[config.mk]
export PLATFORM = sky130hd
export DESIGN_NAME = dram_preload_ctrl
export DESIGN_NICKNAME = d
export VERILOG_FILES = /design/src/rtl/dram_preload_ctrl.sv
export SDC_FILE = /design/constraint.sdc
export NUM_CORES = 1
export LEC_CHECK = 0
export BUFFER_PORTS_ARGS = -buffer_cell sky130_fd_sc_hd__clkbuf_2
export CORE_AREA = 2 2 393 395
export CTS_CLUSTER_DIAMETER = 150
export DETAILED_ROUTE_END_ITERATION = 16
export DIE_AREA = 0 0 395 397
export PLACE_DENSITY = 0.34
export SYNTH_ARGS = -nofsm -noshare
export SYNTH_HDL_FRONTEND = slang
export SYNTH_SLANG_ARGS = --single-unit
[constraint.sdc]
create_clock -name clk_i -period 5.7 [get_ports clk_i]
set_input_delay 1.425 -clock clk_i [delete_from_list [all_inputs] [get_ports clk_i]]
set_output_delay 1.425 -clock clk_i [all_outputs]
set_load 0.02 [all_outputs]
[src/rtl/dram_preload_ctrl.sv]
// Boot sequencer for the harness DRAM: loads the ELF image, releases the core,
// arbitrates the single SRAM port and latches the tohost exit status.
module dram_preload_ctrl #(
  parameter int unsigned          AddrWidth    = 64,
  parameter int unsigned          DataWidth    = 128,
  parameter logic [AddrWidth-1:0] DRAMAddrBase = 64'h8000_0000,
  parameter logic [AddrWidth-1:0] DRAMLength   = 64'h4000_0000,
  localparam int unsigned         BeWidth      = DataWidth / 8,
  localparam int unsigned         ByteOff      = $clog2(BeWidth),
  localparam int unsigned         MemAw        = $clog2(DRAMLength / BeWidth)
) (
  input  logic                 clk_i,
  input  logic                 rst_i,
  input  logic                 pl_valid_i,
  output logic                 pl_ready_o,
  input  logic [AddrWidth-1:0] pl_addr_i,
  input  logic [DataWidth-1:0] pl_data_i,
  input  logic                 pl_last_i,
  input  logic                 pl_skip_i,
  input  logic                 soc_req_i,
  output logic                 soc_gnt_o,
  input  logic                 soc_we_i,
  input  logic [AddrWidth-1:0] soc_addr_i,
  input  logic [DataWidth-1:0] soc_wdata_i,
  input  logic [BeWidth-1:0]   soc_be_i,
  output logic                 soc_rvalid_o,
  output logic [DataWidth-1:0] soc_rdata_o,
  output logic                 mem_req_o,
  output logic                 mem_we_o,
  output logic [MemAw-1:0]     mem_addr_o,
  output logic [DataWidth-1:0] mem_wdata_o,
  output logic [BeWidth-1:0]   mem_be_o,
  input  logic [DataWidth-1:0] mem_rdata_i,
  input  logic [63:0]          exit_i,
  output logic                 core_en_o,
  output logic                 done_o,
  output logic                 fail_o,
  output logic [62:0]          exit_code_o,
  output logic [31:0]          beat_cnt_o,
  output logic [15:0]          err_cnt_o
);

  typedef enum logic [1:0] {S_IDLE, S_LOAD, S_RUN, S_DONE} state_e;

  state_e        state_q, state_d;
  logic [31:0]   beat_q, beat_d;
  logic [15:0]   err_q, err_d;
  logic          done_q, done_d;
  logic          fail_q, fail_d;
  logic [62:0]   code_q, code_d;
  logic          rvalid_q, rvalid_d;
  logic          rd_ok_q, rd_ok_d;
  logic [AddrWidth-1:0] sel_addr;
  logic          sel_legal;

  function automatic logic addr_legal(input logic [AddrWidth-1:0] a);
    return (a >= DRAMAddrBase) && (a < DRAMAddrBase + DRAMLength) &&
           (a[ByteOff-1:0] == '0);
  endfunction

  function automatic logic [31:0] sat_inc(input logic [31:0] v, input logic [31:0] max);
    return (v == max) ? v : v + 32'd1;
  endfunction

  // Only one requester can own the SRAM in any state, so one address path serves both.
  assign sel_addr   = (state_q == S_LOAD) ? pl_addr_i : soc_addr_i;
  assign sel_legal  = addr_legal(sel_addr);
  assign mem_addr_o = MemAw'((sel_addr - DRAMAddrBase) >> ByteOff);

  always_comb begin
    state_d     = state_q;
    beat_d      = beat_q;
    err_d       = err_q;
    done_d      = done_q;
    fail_d      = fail_q;
    code_d      = code_q;
    rvalid_d    = 1'b0;
    rd_ok_d     = 1'b0;
    pl_ready_o  = 1'b0;
    soc_gnt_o   = 1'b0;
    mem_req_o   = 1'b0;
    mem_we_o    = 1'b0;
    mem_wdata_o = '0;
    mem_be_o    = '0;
    unique case (state_q)
      S_IDLE: state_d = S_LOAD;
      S_LOAD: begin
        pl_ready_o = 1'b1;
        if (pl_valid_i) begin
          if (sel_legal) begin
            mem_req_o   = 1'b1;
            mem_we_o    = 1'b1;
            mem_wdata_o = pl_data_i;
            mem_be_o    = '1;
            beat_d      = sat_inc(beat_q, 32'hFFFF_FFFF);
          end else begin
            err_d = 16'(sat_inc({16'h0, err_q}, 32'h0000_FFFF));
          end
        end
        if ((pl_valid_i && pl_last_i) || pl_skip_i) state_d = S_RUN;
      end
      S_RUN, S_DONE: begin
        soc_gnt_o = soc_req_i;
        if (soc_req_i) begin
          rvalid_d = !soc_we_i;
          if (sel_legal) begin
            mem_req_o   = 1'b1;
            mem_we_o    = soc_we_i;
            mem_wdata_o = soc_wdata_i;
            mem_be_o    = soc_be_i;
            rd_ok_d     = !soc_we_i;
          end else begin
            err_d = 16'(sat_inc({16'h0, err_q}, 32'h0000_FFFF));
          end
        end
        // The exit word is captured once; DONE never re-samples it.
        if (state_q == S_RUN && exit_i[0]) begin
          state_d = S_DONE;
          done_d  = 1'b1;
          fail_d  = |exit_i[63:1];
          code_d  = exit_i[63:1];
        end
      end
      default: state_d = S_IDLE;
    endcase
  end

  always_ff @(posedge clk_i or posedge rst_i) begin
    if (rst_i) begin
      state_q  <= S_IDLE;
      beat_q   <= '0;
      err_q    <= '0;
      done_q   <= 1'b0;
      fail_q   <= 1'b0;
      code_q   <= '0;
      rvalid_q <= 1'b0;
      rd_ok_q  <= 1'b0;
    end else begin
      state_q  <= state_d;
      beat_q   <= beat_d;
      err_q    <= err_d;
      done_q   <= done_d;
      fail_q   <= fail_d;
      code_q   <= code_d;
      rvalid_q <= rvalid_d;
      rd_ok_q  <= rd_ok_d;
    end
  end

  // SRAM data arrives one cycle after the request, alongside rvalid.
  assign soc_rvalid_o = rvalid_q;
  assign soc_rdata_o  = rd_ok_q ? mem_rdata_i : '0;
  assign core_en_o    = (state_q == S_RUN) || (state_q == S_DONE);
  assign done_o       = done_q;
  assign fail_o       = fail_q;
  assign exit_code_o  = code_q;
  assign beat_cnt_o   = beat_q;
  assign err_cnt_o    = err_q;

endmodule

==> flow_metrics.py <==
metrics = {
    "detailed_routing": {
        "wirelength_um": 128000,
        "drc": 0,
        "first_iter_violations": 699,
        "wl_per_cell_um": 33.0,
        "viasPerCell": 3.01,
        "drt_pass1_iterations": 5,
        "ant_nets": 0,
        "vias": 11600,
    },
    "timing": {
        "rsz0062_at_grt": "false",
        "clock_skew_ps": 19.5,
        "min_period_over_period_pct": 97.9,
        "finalSetupViolCount": 0,
        "setup_slack_ps": 122,
        "max-slew-margin-rel_pct": 34.9,
        "period_needed_ps": 5580,
        "slew_viol_final": 0,
        "hold_viol": 0,
        "worst-slew-pin-transition_ps": 968,
        "setup_tns_ps": 0,
        "max_freq_ghz": 0.179,
    },
    "synth": {
        "ys_seq_area_share_pct": 37.7,
        "synth_compound_area_share_pct": 16.8,
        "synth_top_family_by_area": "simple AND/OR/NAND/NOR gates",
        "synth_edf_count": 0,
        "synthFlopType": "dfrtp_1",
        "ys_ff_latch": 117,
        "synthArstFlopShare_pct": 100,
        "avgSynthCellArea_um2": 9.98,
        "synthSimpleGateAreaFrac_pct": 22.4,
        "synthMuxAreaShare_pct": 13.5,
        "syn-cell-area_um2": 7760,
        "synth-xor-area-share_pct": 4.97,
        "synth_nets": 1379,
        "synthesis.instances": 778,
        "yosys_warnings": 0,
        "synth_adder_area_share_pct": 0.322,
        "ys_types": 39,
    },
    "global_route": {
        "grt_pass1_vias": 11300,
        "grt_usage_pct": 15.7,
        "grt_max_degree": 71,
        "antenna_found_initial": 169,
        "grt-ovfl-total": 0,
        "grt_pass1_wl_um": 151000,
    },
    "critical_path": {
        "cp.required_ps": 4280,
        "start_kind": "input pin",
        "path_max_fanout": 14,
        "worst-endpoint-arrival_ps": 4150,
        "path_cells": "clkbuf_2 -> or4_1 -> or4_1 -> o22ai_2 -> and3_4 -> buf_4 -> a22o_1 -> clkbuf_2",
        "max_stage_delay_ps": 520,
        "critPathBufInv": 3,
        "critPathSlowestCell": "or4_1",
        "crit_path_end_kind": "primary output",
        "crit_family": "simple AND/OR/NAND/NOR gates",
        "worstSetupPathType": "in -> out",
    },
    "worst_hold_path": {
        "hold_path_class": "reg -> reg",
    },
    "cells_and_area": {
        "synthToLayoutAreaGrowth_pct": 109,
        "layout-drive-gt1-share_pct": 66.2,
        "nets": 2386,
        "finish.utilization_pct": 10.6,
        "fillers": 18000,
    },
    "clock_network": {
        "cts_tree": "yes",
        "clkTransAtPathRegs_ps": 70,
        "clock_sinks": 117,
        "post_cts_resized": 0,
        "htreeDepth": 4,
        "cts_buffers": 17,
        "worstSkewPairLatency_ps": 490,
        "cts_setup_buffers": 0,
        "ctsHoldBuffers": 0,
        "clockRootBuffer": "clkbuf_16",
        "clockBufferDepth": 2,
    },
    "floorplan": {
        "start_util_pct": 5.07,
        "dieHeight_um": 397,
        "die_x_um": 395,
        "core_area_um2": 153000,
        "row_count": 144,
        "boundaryPins": 1016,
        "die-area_um2": 157000,
    },
    "placed_design": {
        "gp_congestion": 0.991,
        "hpwl_um": 118000,
        "io_buffers": 1015,
        "place_ws_ps": 158,
    },
    "power": {
        "intPower_mw": 1.85,
        "p_leak_nw": 8.34,
        "totalPowerFinal_mw": 2.92,
        "pwr-share-seq_pct": 34.8,
        "switching_share_pct": 36.8,
        "combinationalPowerShare_pct": 26.4,
        "switchingPower_mw": 1.07,
        "ir_worst_vdd_v": 0.000257,
        "power_density_nw_per_um2": 181,
        "p_clk_share_pct": 38.8,
    },
    "job": {
        "maxCapViolCount": 0,
    },
    "status": {
        "outcome": "finished, final reports clean",
    },
}
==> layout make-up <==
type	count	area (um^2)	share of cell area [%]
inverter	11	43.8	0.271
sequential	117	2930	18.1
antenna	26	65.1	0.402
timing repair buffer	1052	5470	33.8
clock inverter	15	171	1.06
multi-input combinational	586	4520	28.0
tap	2044	2560	15.8
clock buffer	17	425	2.63
==> cells in the mapped netlist, drive strengths merged (13+ instances only) <==
cell type,instances,area (um^2)
a22o,128,1120
a21o,19,143
dfrtp,117,2930
buf,37,193
nor4,38,257
nand4,19,125
clkbuf,27,101
mux2,93,1050
nand3,23,120
nor2,21,78.8
xor2,18,158
xnor2,26,228
nand2,24,90.1
nor3,13,65.1
and2,131,820
==> routing by layer <==
metal,vias to the layer above,global-route usage (%),routed length [um]
met3,299,11.6,21900
met5,-,0,791
li1,4913,-,-
met1,5457,17.0,46300
met4,122,4.93,4600
met2,842,23.7,54000
==> registers in the layout, indices dropped and copies added, names as in the netlist <==
| name | flops |
|---|---|
| exit_code_o | 63 |
| beat_cnt_o | 32 |
| err_cnt_o | 16 |
| state_q | 2 |
| done_o | 1 |
| fail_o | 1 |
| rd_ok_q | 1 |
| soc_rvalid_o | 1 |
==> cells in the final DEF (no fill, tap or decap), types with 13 or more instances in the layout <==
master,count
clkbuf_2,1012
and2_1,131
a22o_1,128
dfrtp_1,116
mux2_2,92
nor4_1,34
buf_4,32
diode_2,26
xnor2_1,26
nand2_1,24
nand3_1,22
nor2_1,20
a21o_1,19
nand4_1,18
xor2_1,18
clkbuf_16,17
nor3_1,13
==> final timing paths <==
path	to	cells past startpoint	from	slack, ps
min reg2reg	done_o	1	done_o	480
min in group asynchronous	exit_code_o[23]	2	rst_i	990
max in group asynchronous	beat_cnt_o[31]	3	rst_i	3670
max reg2reg	beat_cnt_o[1]	6	beat_cnt_o[17]	2310
max	mem_wdata_o[63]	8	soc_addr_i[37]	120
min	done_o	1	done_o	480
==> power groups by stage <==
stage               combinational (mW)  clock, mW  sequential [mW]
finish                           0.772       1.13             1.02
global route                     0.825       1.21             1.03
CTS                              0.792       1.19             1.02
detailed placement               0.788          0             1.03
global placement                 0.791          0             1.03
floorplan                        0.153          0             1.16
==> kinds of logic after synthesis <==
| family | Yosys count |
|---|---|
| AO/OA/AOI/OAI | 152 |
| AND/OR/NAND/NOR | 295 |
| flip-flops | 117 |
| adder cells (fa/ha/maj) | 2 |
| multiplexers | 93 |
| XOR/XNOR | 44 |
| buffers and inverters | 75 |
==> per-stage QoR <==
step           area (um^2)  hold slack, ps  std cells
2_1_floorplan         7760             478        778
3_3_place_gp         15500             455       3810
3_5_place_dp         15500             452       3810
4_1_cts              16100             473       3842
5_1_grt              16100             494       3851
6_report             16200             476       3868
Note: power is estimated with default switching activity, not from simulation.
